**src/rtl/cntr_timer_arbiter.sv**
```systemverilog
// cntr_timer_arbiter: round-robin controller sharing one N-bit up/down counter
// between NREQ requesters. Each grant loads the counter, runs it to the
// requested duration, pulses done and then clears the counter.
// Optional build macro CNTR_TIMER_PAUSE_EN adds a 'pause' input that freezes
// the counter while in RUN.
module cntr_timer_arbiter #(
    parameter int N    = 4,
    parameter int NREQ = 4
) (
    input  logic              clk,
    input  logic              n_reset,
    input  logic [NREQ-1:0]   req,
    input  logic [NREQ*N-1:0] dur_flat,
    input  logic [NREQ-1:0]   dir,
    output logic [NREQ-1:0]   gnt,
    output logic [NREQ-1:0]   done,
    output logic              busy,
    output logic              cnt_syn_n_clr,
    output logic              cnt_en,
    output logic              cnt_up,
    output logic              cnt_load,
    output logic [N-1:0]      cnt_D,
    input  logic [N-1:0]      cnt_Q,
    input  logic              cnt_max_tick,
    input  logic              cnt_min_tick
`ifdef CNTR_TIMER_PAUSE_EN
    ,
    input  logic              pause
`endif
);

    localparam int PW = (NREQ > 1) ? $clog2(NREQ) : 1;

    typedef enum logic [1:0] {
        IDLE = 2'd0,
        LOAD = 2'd1,
        RUN  = 2'd2,
        FIN  = 2'd3
    } state_t;

    state_t          state_q, state_d;
    logic [PW-1:0]   ptr_q, ptr_d;
    logic [PW-1:0]   idx_q, idx_d;
    logic [NREQ-1:0] gnt_q, gnt_d;
    logic [N-1:0]    dur_q, dur_d;
    logic            dir_q, dir_d;
    logic            abort_q, abort_d;

    logic            pause_w;
    logic [N-1:0]    dur_arr [NREQ];
    logic            sel_found;
    logic [PW-1:0]   sel_idx;
    logic [PW-1:0]   sel_try;
    int              cand;
    logic            terminal;
    logic            req_lost;

`ifdef CNTR_TIMER_PAUSE_EN
    assign pause_w = pause;
`else
    assign pause_w = 1'b0;
`endif

    // Split the flat duration bus into one slice per requester.
    generate
        for (genvar gi = 0; gi < NREQ; gi++) begin : g_dur
            assign dur_arr[gi] = dur_flat[gi*N +: N];
        end
    endgenerate

    // Up mode stops when the count equals the target, down mode at zero.
    assign terminal = dir_q ? (cnt_Q == dur_q) : cnt_min_tick;
    // The granted requester withdrew its request.
    assign req_lost = ~|(req & gnt_q);

    // Pick the first asserted requester at or after the pointer, wrapping.
    always_comb begin
        sel_found = 1'b0;
        sel_idx   = '0;
        sel_try   = '0;
        cand      = 0;
        for (int i = 0; i < NREQ; i++) begin
            cand    = (int'(ptr_q) + i) % NREQ;
            sel_try = PW'(cand);
            if (!sel_found && req[sel_try]) begin
                sel_found = 1'b1;
                sel_idx   = sel_try;
            end
        end
    end

    // State register plus latched grant context; asynchronous active-low reset.
    always_ff @(posedge clk or negedge n_reset) begin
        if (!n_reset) begin
            state_q <= IDLE;
            ptr_q   <= '0;
            idx_q   <= '0;
            gnt_q   <= '0;
            dur_q   <= '0;
            dir_q   <= 1'b0;
            abort_q <= 1'b0;
        end else begin
            state_q <= state_d;
            ptr_q   <= ptr_d;
            idx_q   <= idx_d;
            gnt_q   <= gnt_d;
            dur_q   <= dur_d;
            dir_q   <= dir_d;
            abort_q <= abort_d;
        end
    end

    // Next-state logic and state-decoded counter controls.
    always_comb begin
        state_d       = state_q;
        ptr_d         = ptr_q;
        idx_d         = idx_q;
        gnt_d         = gnt_q;
        dur_d         = dur_q;
        dir_d         = dir_q;
        abort_d       = abort_q;
        gnt           = gnt_q;
        done          = '0;
        busy          = (state_q != IDLE);
        cnt_syn_n_clr = 1'b1;
        cnt_en        = 1'b0;
        cnt_up        = 1'b0;
        cnt_load      = 1'b0;
        cnt_D         = '0;
        case (state_q)
            IDLE: begin
                if (sel_found) begin
                    idx_d   = sel_idx;
                    gnt_d   = {{(NREQ-1){1'b0}}, 1'b1} << sel_idx;
                    dur_d   = dur_arr[sel_idx];
                    dir_d   = dir[sel_idx];
                    abort_d = 1'b0;
                    state_d = LOAD;
                end
            end
            LOAD: begin
                cnt_load = 1'b1;
                cnt_D    = dir_q ? '0 : dur_q;
                if (req_lost) begin
                    abort_d = 1'b1;
                    state_d = FIN;
                end else begin
                    state_d = RUN;
                end
            end
            RUN: begin
                cnt_up = dir_q;
                // Enable is dropped in the terminal cycle so the counter holds the target.
                cnt_en = !terminal && !pause_w;
                if (terminal) begin
                    state_d = FIN;
                end
                if (req_lost) begin
                    abort_d = 1'b1;
                    state_d = FIN;
                end
            end
            FIN: begin
                cnt_syn_n_clr = 1'b0;
                done          = abort_q ? '0 : gnt_q;
                ptr_d         = (idx_q == PW'(NREQ - 1)) ? '0 : idx_q + PW'(1);
                gnt_d         = '0;
                abort_d       = 1'b0;
                state_d       = IDLE;
            end
            default: begin
                state_d = IDLE;
            end
        endcase
    end

    // Up mode must never run the counter into its maximum (no wrap).
    a_no_wrap: assert property (@(posedge clk) disable iff (!n_reset)
        !(cnt_en && cnt_up && cnt_max_tick));
    // Load never coincides with clear or enable.
    a_load_clr: assert property (@(posedge clk) disable iff (!n_reset)
        !(cnt_load && !cnt_syn_n_clr));
    a_load_en: assert property (@(posedge clk) disable iff (!n_reset)
        !(cnt_load && cnt_en));

endmodule

```
**config.mk**
```make
export PLATFORM = sky130hd
export DESIGN_NAME = cntr_timer_arbiter
export DESIGN_NICKNAME = d
export VERILOG_FILES = /design/src/rtl/cntr_timer_arbiter.sv
export SDC_FILE = /design/constraint.sdc
export NUM_CORES = 1
export LEC_CHECK = 0
export ABC_CLOCK_PERIOD_IN_PS = 2300
export BUFFER_PORTS_ARGS = -buffer_cell sky130_fd_sc_hd__buf_4
export CORE_ASPECT_RATIO = 1.2
export CORE_MARGIN = 4
export CORE_UTILIZATION = 47
export CTS_BUF_LIST = sky130_fd_sc_hd__clkbuf_16
export DETAILED_ROUTE_END_ITERATION = 6
export PLACE_DENSITY = 0.79
export SYNTH_ARGS = -nofsm -noshare
export SYNTH_HDL_FRONTEND = slang
export SYNTH_SLANG_ARGS = --single-unit
```
**constraint.sdc**
```tcl
create_clock -name clk -period 2.3 [get_ports clk]
set_input_delay 0.23 -clock clk [delete_from_list [all_inputs] [get_ports clk]]
set_output_delay 0.23 -clock clk [all_outputs]
set_load 0.01 [all_outputs]
```
==> flow_metrics.tcl <==
set metrics [dict create \
    via_per_inst 5.544 \
    fp.dieH_um 62.54 \
    drt-wirelength-per-cell_um 14.55 \
    min_path_type "in2reg" \
    critPathKind "reg2out" \
    power_leakage_nw 0.7966 \
    antenna_found_initial 0 \
    placed_cell_area_um2 1553 \
    clockBufferDepth 2 \
    whs_ns 0.3418 \
    pre_cts_ws_ns 0.5131 \
    critPathCaptureType "output port" \
    io_pins 49 \
    synth_edf_count 0 \
    synth_top_area_share_pct 34.37 \
    ys_seq_area_share_pct 34.37 \
    start_kind "register" \
    synthCells 123 \
    num-nets-final 214 \
    synth-seq-cells 16 \
    grt_overflow 0 \
    row_count 19 \
    hold_viol 0 \
    crit_chain "ha_1 -> inv_1 -> nor2_1 -> and2_1 -> buf_4" \
    port_buffers 47 \
    initial_core_util_pct 50.00 \
    yosys.area.top_type "dfrtp_1" \
    cts_hold_buf 1 \
    worstSkewPairLatency_ns 0.24 \
    synth_common_cells "16 x dfrtp_1, 10 x a211oi_1, 10 x nand2_1, 10 x nor2_1, 9 x and2_1" \
    numCtsBuffers 3 \
    drive_gt1_share_pct 34.29 \
    die_w_um 53.45 \
    fillCellCount 185 \
    max_cap_viol_count 0 \
    syn_nets 161 \
    cts_tree "yes" \
    fin_setup_tns_ns 0 \
    final_area_um2 1642 \
    grt_usage_pct 19.82 \
    async_reset_ff_share_pct 100.0 \
    coreArea_um2 2330 \
    drt-total-wl_mm 2.997 \
    dp_hpwl_mm 2.479 \
    synth_ff_type "dfrtp_1" \
    ys_types 36 \
    cts.repair.resized 0 \
    run_status "finished, final reports clean" \
    finalCriticalPeriod_ns 1.802 \
    ant_nets 0 \
    die_area_um2 3342 \
    cts_sinks 16 \
    vias 1142 \
    p_per_area_nw_per_um2 1198 \
    synth_area_um2 1165 \
    finalMaxSlewViolations 0 \
    postLayoutSetupSlackWorst_ns 0.4985 \
    max_stage_delay_ns 0.39 \
    finalClockSkew_ns 0.002156 \
    syn_area_per_cell_um2 9.470 \
    synth.most_common_cell "dfrtp_1" \
    syn2layout_area_growth_pct 40.92 \
    fin_util_pct 70.46 \
    arrival_ns 1.57 \
    place.gp.congestion 0.8391 \
    drt-initial-drc-count 31 \
    synth_warnings 0 \
    rsz0062_at_grt "false" \
    htree_levels 1 \
    required_ns 2.07 \
    drc 0 \
    ys_top_cells_by_area "dfrtp_1 34%, a211oi_1 6.4%, ha_1 6.4%, mux2i_1 5.2%, and2_1 4.8%" \
    n_antenna_cell 0 \
    min_period_over_period_pct 78.33 \
    firstDrtPassIters 4 \
    grt_pass1_vias 1140 \
    slew_headroom_pct 65.99 \
    cts_root_buf "clkbuf_16" \
    crit_slowest_cell "dfrtp_1" \
    peakVddDrop_mv 0.7900 \
    post_cts_buffers 0 \
    max_freq_mhz 555.1 \
    grt_max_degree 17 \
    grt_first_pass_wirelength_mm 5.064 \
    worstPathMaxFanout 6 \
    worst_pin_slew_ns 0.5075 \
    setup_viol 0 \
    clk_pin_slew_ns 0.05 \
]
## registers in the layout, summed over array words and instances, names as in the netlist
name / flops
idx_q: 2
ptr_q: 2
dir_q: 1
gnt: 4
dur_q: 4
abort_q: 1
state_q: 2
## report_power, final
| group | switching, mW | internal, mW | leakage [nW] |
|---|---|---|---|
| logic | 0.531 | 0.530 | 0.564 |
| clock network | 0.0982 | 0.230 | 0.0385 |
| registers | 0.150 | 0.427 | 0.194 |
## kinds of logic after synthesis
family | Yosys count | synth area share (%)
flops | 16 | 34.37
mux | 8 | 7.089
buf+inv | 8 | 3.223
compound gates | 34 | 23.41
simple gates | 47 | 22.45
fa+ha+maj | 6 | 6.445
xor+xnor | 4 | 3.007
## metal layers
layer / vias up / share of wire (%) / track usage, % / wire [um]
li1: 561 / - / - / -
met1: 544 / 38 / 24.59 / 1151
met2: 33 / 56 / 34.97 / 1665
met5: - / 0 / 0 / 0
met4: 0 / 0.80 / 5.112 / 24
met3: 4 / 5.2 / 2.148 / 155
## cell usage in the layout (no fill, tap or decap), types with 2 or more instances in the layout
cell type / instances
mux2_2: 2
nor3_1: 5
buf_4: 48
a2bb2oi_1: 3
nand2b_1: 3
and2_1: 9
mux2i_1: 6
nor2b_1: 2
a21oi_1: 3
xnor2_1: 4
nand2_1: 10
ha_1: 6
nor2_1: 10
a22oi_1: 2
inv_1: 7
dfrtp_1: 16
clkbuf_16: 3
o221ai_1: 2
o2bb2ai_1: 4
a211oi_1: 10
a21o_1: 2
## critical path: cells and delay by family, from the launching register on
| family | cells | cell delay [ns] |
|---|---|---|
| flip-flops | 1 | 0.39 |
| AND/OR/NAND/NOR | 2 | 0.35 |
| adder cells (fa/ha/maj) | 1 | 0.33 |
| buffers and inverters | 2 | 0.26 |
## final cells by class
type / count / area (um2) / area share [%]
clock buffer: 3 / 75.07 / 4.573
clock inverter: 1 / 3.754 / 0.2287
inverter: 7 / 26.28 / 1.601
multi-input combinational: 99 / 726.9 / 44.28
sequential: 16 / 400.4 / 24.39
tap: 31 / 38.79 / 2.363
timing repair buffer: 49 / 370.4 / 22.56
## through the flow
step	instances	total power, mW
2_1_floorplan	123	1.271
3_3_place_gp	201	1.607
3_5_place_dp	201	1.645
4_1_cts	206	1.987
5_1_grt	206	2.142
6_report	206	1.966
## worst paths after layout
| path | slack [ns] | from | depth (start not counted) | end |
|---|---|---|---|---|
| min in group asynchronous | 0.38 | n_reset | 2 | ptr_q[1] |
| worst min register to register | 0.48 | idx_q[0] | 1 | ptr_q[0] |
| worst max register to register | 0.53 | state_q[0] | 6 | gnt[2] |
| worst max-delay path | 0.50 | state_q[1] | 5 | done[2] |
| worst min-delay path | 0.34 | dur_flat[14] | 3 | dur_q[2] |
| max in group asynchronous | 1.74 | n_reset | 2 | state_q[0] |
Note: power is estimated with default switching activity, not from simulation.
